===== src/rtl/hv_pkg.sv =====
// Shared constants and helpers for the PPU raster timing counters.
package hv_pkg;

    localparam int HV_H_LAST_NTSC = 340;
    localparam int HV_V_LAST_NTSC = 261;
    localparam int HV_V_LAST_PAL  = 311;
    localparam int HV_VB_LINE     = 241;

    // Last line of a frame for the default NTSC/PAL geometries.
    function automatic int hv_vlast(input logic mode);
        return mode ? HV_V_LAST_PAL : HV_V_LAST_NTSC;
    endfunction

endpackage


===== src/rtl/hv_wrap_counter.sv =====
// Generic W-bit counter with synchronous clear, synchronous wrap-to-zero
// and an increment enable. Clear beats wrap, wrap beats increment.
module hv_wrap_counter #(
    parameter int W = 9
) (
    input  logic         PCLK,
    input  logic         RES,
    input  logic         clr,
    input  logic         inc,
    input  logic         wrap,
    output logic [W-1:0] q
);

    logic [W-1:0] count_q;
    logic [W-1:0] count_d;

    // Next count: clear and wrap both return to zero, otherwise step or hold.
    always_comb begin
        count_d = count_q;
        if (clr) begin
            count_d = '0;
        end else if (wrap) begin
            count_d = '0;
        end else if (inc) begin
            count_d = count_q + W'(1);
        end
    end

    // Count register, cleared immediately by the asynchronous reset.
    always_ff @(posedge PCLK or posedge RES) begin
        if (RES) begin
            count_q <= '0;
        end else begin
            count_q <= count_d;
        end
    end

    assign q = count_q;

endmodule


===== src/rtl/hv_raster_counter.sv =====
// Horizontal/vertical raster counter pair for the PPU timing path.
// Adds runtime NTSC/PAL frame length, odd-frame dot skip, a count enable,
// frame parity and a registered vertical-blank flag on top of plain H/V
// counting. H_out/V_out keep the same meaning for downstream decoders.
module hv_raster_counter
    import hv_pkg::*;
#(
    parameter int HW      = 9,
    parameter int VW      = 9,
    parameter int H_LAST  = HV_H_LAST_NTSC,
    parameter int V_LAST0 = HV_V_LAST_NTSC,
    parameter int V_LAST1 = HV_V_LAST_PAL,
    parameter int VB_LINE = HV_VB_LINE,
    parameter int SKIP_EN = 1
) (
    input  logic          PCLK,
    input  logic          RES,
    input  logic          EN,
    input  logic          HC,
    input  logic          VC,
    input  logic          MODE,
    input  logic          SKIP_REQ,
    output logic [HW-1:0] H_out,
    output logic [VW-1:0] V_out,
    output logic          FRAME_ODD,
    output logic          VBLANK,
    output logic          LINE_END,
    output logic          FRAME_END
);

    localparam logic [HW-1:0] HLastW  = HW'(H_LAST);
    localparam logic [HW-1:0] HSkipW  = HW'(H_LAST - 1);
    localparam logic [HW-1:0] HOneW   = HW'(1);
    localparam logic [VW-1:0] VLast0W = VW'(V_LAST0);
    localparam logic [VW-1:0] VLast1W = VW'(V_LAST1);
    localparam logic [VW-1:0] VbLineW = VW'(VB_LINE);

    logic [HW-1:0] hCount;
    logic [VW-1:0] vCount;
    logic [HW-1:0] hNext;
    logic [VW-1:0] vNext;
    logic [VW-1:0] vLast;
    logic          skip;
    logic          hWrap;
    logic          vWrap;

    logic          mode_q;
    logic          mode_d;
    logic          frameOdd_q;
    logic          frameOdd_d;
    logic          vblank_q;
    logic          vblank_d;

    // Frame length follows the mode latched at the last frame wrap, and the
    // odd-frame skip shortens the final line by jumping from H_LAST-1 to 0.
    always_comb begin
        vLast = mode_q ? VLast1W : VLast0W;
        skip  = (SKIP_EN != 0) && SKIP_REQ && frameOdd_q
                && (vCount == vLast) && (hCount == HSkipW);
        hWrap = EN && !HC && ((hCount == HLastW) || skip);
        vWrap = hWrap && !VC && (vCount == vLast);
    end

    // Dot counter: clear, wrap at end of line, otherwise advance when enabled.
    hv_wrap_counter #(
        .W (HW)
    ) u_hCounter (
        .PCLK (PCLK),
        .RES  (RES),
        .clr  (HC),
        .inc  (EN),
        .wrap (hWrap),
        .q    (hCount)
    );

    // Line counter advances once per H wrap; HC already blocks hWrap.
    hv_wrap_counter #(
        .W (VW)
    ) u_vCounter (
        .PCLK (PCLK),
        .RES  (RES),
        .clr  (VC),
        .inc  (hWrap),
        .wrap (vWrap),
        .q    (vCount)
    );

    // Look-ahead of the counter state so VBLANK can change on the same edge
    // that produces its trigger position, instead of one dot later.
    always_comb begin
        hNext = hCount;
        if (HC || hWrap) begin
            hNext = '0;
        end else if (EN) begin
            hNext = hCount + HW'(1);
        end

        vNext = vCount;
        if (VC || vWrap) begin
            vNext = '0;
        end else if (hWrap) begin
            vNext = vCount + VW'(1);
        end
    end

    // Frame-level flags: parity and mode move only on a real frame wrap,
    // VBLANK sets entering dot 1 of the blank line and clears at dot 1 of
    // the last line.
    always_comb begin
        mode_d     = mode_q;
        frameOdd_d = frameOdd_q;
        vblank_d   = vblank_q;
        if (vWrap) begin
            mode_d     = MODE;
            frameOdd_d = !frameOdd_q;
        end
        if ((hNext == HOneW) && (vNext == VbLineW)) begin
            vblank_d = 1'b1;
        end else if ((hNext == HOneW) && (vNext == vLast)) begin
            vblank_d = 1'b0;
        end
    end

    // Frame-level flag registers with asynchronous reset.
    always_ff @(posedge PCLK or posedge RES) begin
        if (RES) begin
            mode_q     <= 1'b0;
            frameOdd_q <= 1'b0;
            vblank_q   <= 1'b0;
        end else begin
            mode_q     <= mode_d;
            frameOdd_q <= frameOdd_d;
            vblank_q   <= vblank_d;
        end
    end

    assign H_out     = hCount;
    assign V_out     = vCount;
    assign FRAME_ODD = frameOdd_q;
    assign VBLANK    = vblank_q;
    assign LINE_END  = hWrap;
    assign FRAME_END = vWrap;

endmodule


===== config.mk =====
export PLATFORM = sky130hd
export DESIGN_NAME = hv_raster_counter
export DESIGN_NICKNAME = d
export VERILOG_FILES = /design/src/rtl/hv_pkg.sv /design/src/rtl/hv_wrap_counter.sv /design/src/rtl/hv_raster_counter.sv
export SDC_FILE = /design/constraint.sdc
export NUM_CORES = 1
export LEC_CHECK = 0
export BUFFER_PORTS_ARGS = -buffer_cell sky130_fd_sc_hd__buf_4
export CORE_MARGIN = 2
export CORE_UTILIZATION = 54
export CTS_CLUSTER_DIAMETER = 100
export DETAILED_ROUTE_END_ITERATION = 6
export GPL_ROUTABILITY_DRIVEN = 0
export HOLD_SLACK_MARGIN = 0.12
export PLACE_DENSITY = 0.79
export SYNTH_ARGS = -nofsm -noshare
export SYNTH_HDL_FRONTEND = slang
export SYNTH_SLANG_ARGS = --single-unit

===== constraint.sdc =====
create_clock -name PCLK -period 2.7 [get_ports PCLK]
set_input_delay 0.54 -clock PCLK [delete_from_list [all_inputs] [get_ports PCLK]]
set_output_delay 0.54 -clock PCLK [all_outputs]
set_load 0.005 [all_outputs]

==> impl_metrics.toml <==
[route]
detail_route.wl_per_cell_um = 17.0
routed-via-count = 1216
remaining_drc_errors = 0
detailedRoute.firstIterationViolations = 27
drt-pass1-iter-count = 4
via_per_inst = 6.02
drt_wl_total_um = 3430
ant_nets = 0

[floorplanning]
fp.dieArea_mm2 = 0.00298
die_height_um = 54.6
die_w_um = 54.6
io-pin-count = 29
std_cell_rows = 18
initial_utilization = 0.562
design.core.area_mm2 = 0.00245

[cts]
tritoncts.num_buffers = 3
cts_htree_levels = 1
tritoncts = "yes"
cts.sink_count = 21
clock_latency_ns = 0.30
postCtsHoldBufs = 0
cell_chosen_for_the_clock_root = "clkbuf_4"
cts.reportedPaths.clkPinSlew_ns = 0.13
cts_setup_buffers = 0
cts_max_path_buffers = 2

[setup_path]
crit-reg2reg-launch = "u_vCounter.q[1]"
crit_path_cell_trace = "nor4_4, o2111ai_4, a21oi_4, nand4_1, xor2_1, or4_1, o211ai_1"
worstSetupPathType = "flip-flop to flip-flop"
reg2reg_depth = 7
regToRegSetupSlack_ns = 0.12
critical_path_depth = 7
end_kind = "flip-flop"
setup.worst_path.end = "VBLANK"
crit_path_leading_delay_family = "simple AND/OR/NAND/NOR gates"
cp.arrival_ns = 2.81
cp_max_fo = 7
slowest_delay_ns = 0.54
worstPathRequired_ns = 2.93
reg2reg_to = "VBLANK"
cp-startpoint = "u_vCounter.q[1]"
crit_slowest_cell = "or4_1"
start_kind = "flip-flop"
worstPathBufferInverterCount = 0

[power]
vdd.ir_drop.worst_mv = 0.299
static-leakage-power_nw = 0.820
power-per-cell-area_mw_per_mm2 = 317

[final_layout]
antenna_diode_count = 0
layout_cell_share_with_drive_strength_beyond_1 = 0.314
layout_common_cells = "buf_4, dfrtp_1, nor2_1, inv_1"
final-instance-count-excl-fill = 202
postLayoutCoreUtil = 0.693
fin_area_mm2 = 0.00170
layout.cells.most_common = "buf_4"
syn2layout_area_growth_pct = 23.2
fill_cells = 200
final_nets = 183

[timing]
finalHoldViolations = 0
final_critical_path_share_of_the_clock_period = 0.954
final.setup_skew_ns = 0.00329
setup-tns-final_ns = 0
final.min_clock_period_ns = 2.58
maxSlewHeadroom = 0.448
max_freq_mhz = 388
worstMarginPinSlew_ns = 0.826
setup_slack_ns = 0.124
count_of_final_setup_violators = 0
finalMaxSlewViolations = 0
grt_setup_unrepaired = "no"

[min_path]
path_category_of_the_worst_min_delay_check = "input port to async pin"

[outcome]
run_status = "complete, no violations"

[yosys]
synth.yosys.seq_area_share = 0.381
synth.distinct_cells = 51
postSynthAreaPerCell_um2 = 10.1
postSynthNetCount = 147
synth.ff_latch_count = 21
synth_edf_count = 0
synth_warnings = 0
syn-instance-count = 137
commonest_register_cell_after_synthesis = "dfrtp_1"
asyncSetResetFlopFracSynth = 1.00
syn_area_mm2 = 0.00138

[placement]
pre_cts_ws_ns = 0.0880
dp.cells = 198
placed_cell_area_mm2 = 0.00166
detailedPlacementHpwl_um = 2450
portBuffers = 28

[grt]
gr-total-overflow = 0
grt_max_degree = 22
first_pass_grt_wire_length_um = 5440
track_usage = 0.259
grt_pass1_vias = 1186
grt_antenna_before_repair = 0

[run]
max_cap_viol_count = 0
==> worst register-to-register path, stage by stage (launching register included) <==
cell       delay, ns
dfrtp_1         0.51
nor4_4          0.42
o2111ai_4       0.20
a21oi_4         0.30
nand4_1         0.16
xor2_1          0.20
or4_1           0.54
o211ai_1        0.17
==> power breakdown <==
part	total (mW)	leakage [nW]	switching (mW)	internal [mW]
registers	0.319	0.287	0.00157	0.318
logic	0.0612	0.515	0.0341	0.0270
clock network	0.158	0.0177	0.103	0.0552
total	0.538	0.820	0.139	0.400
==> worst min-delay path by stage <==
stage	startpoint	end	slack, ns
2_1_floorplan	FRAME_ODD	FRAME_ODD	0.48
3_3_place_gp	FRAME_ODD	FRAME_ODD	0.48
3_5_place_dp	FRAME_ODD	FRAME_ODD	0.49
4_1_cts	RES	u_hCounter.q[8]	0.40
5_1_grt	RES	u_hCounter.q[6]	0.45
6_report	RES	u_hCounter.q[4]	0.38
==> layer usage <==
layer / wire (µm) / global-route usage
met5: 0 / 0
met4: 82 / 0.113
met3: 119 / 0.0301
met2: 1690 / 0.448
met1: 1540 / 0.322
==> synth_stat cells (all sizes together), types with 2 or more instances <==
master  count  share of area
ha          3          0.027
xor2        8          0.051
inv         9          0.024
nand4b      2          0.013
a21oi       3          0.019
dfrtp      21           0.38
a41o        2          0.015
and4b       2          0.015
o31ai       2          0.011
clkbuf      3         0.0082
nand3       2         0.0073
and4        2          0.015
nand2b      4          0.018
or4         2          0.011
buf         2          0.014
mux2i       3          0.022
nor2b       2         0.0091
nand4       8          0.036
nor4b       3          0.024
nor2       18          0.049
nand2       4          0.016
xnor2       7          0.044
o211ai      3          0.016
nor4        2          0.020
and2        2         0.0091
==> final cells by class <==
class	count	area [µm²]	share of cell area
clock buffer	3	22.5	0.0132
clock inverter	1	5.00	0.00294
inverter	9	33.8	0.0199
multi-input combinational	102	806	0.474
sequential	21	526	0.309
tap	30	37.5	0.0221
timing repair buffer	36	270	0.159
==> cell families after synthesis <==
logic type	Yosys count	synth area share
AND/OR/NAND/NOR	57	0.267
AO/OA/AOI/OAI	23	0.154
flip-flops	21	0.381
XOR/XNOR	15	0.0952
buffers and inverters	14	0.0462
multiplexers	4	0.0299
adder cells (fa/ha/maj)	3	0.0272
==> stage by stage <==
stage / hold slack, ns / total power [mW]
final: 0.379 / 0.538
after global routing: 0.448 / 0.563
after CTS: 0.403 / 0.539
after detailed placement: 0.490 / 0.384
after global placement: 0.482 / 0.383
after floorplan: 0.478 / 0.360
==> flip-flops by register name, indices dropped and copies added, names as in the netlist <==
| name | cells |
|---|---|
| FRAME_ODD | 1 |
| VBLANK | 1 |
| mode_q | 1 |
| u_hCounter.q | 9 |
| u_vCounter.q | 9 |
==> what timing repair did <==
action	in CTS	in global routing
setup endpoints to repair	0	2
endpoints found under the hold margin	0	0
gates resized for setup	0	2
(Power assumes the default switching activity.)
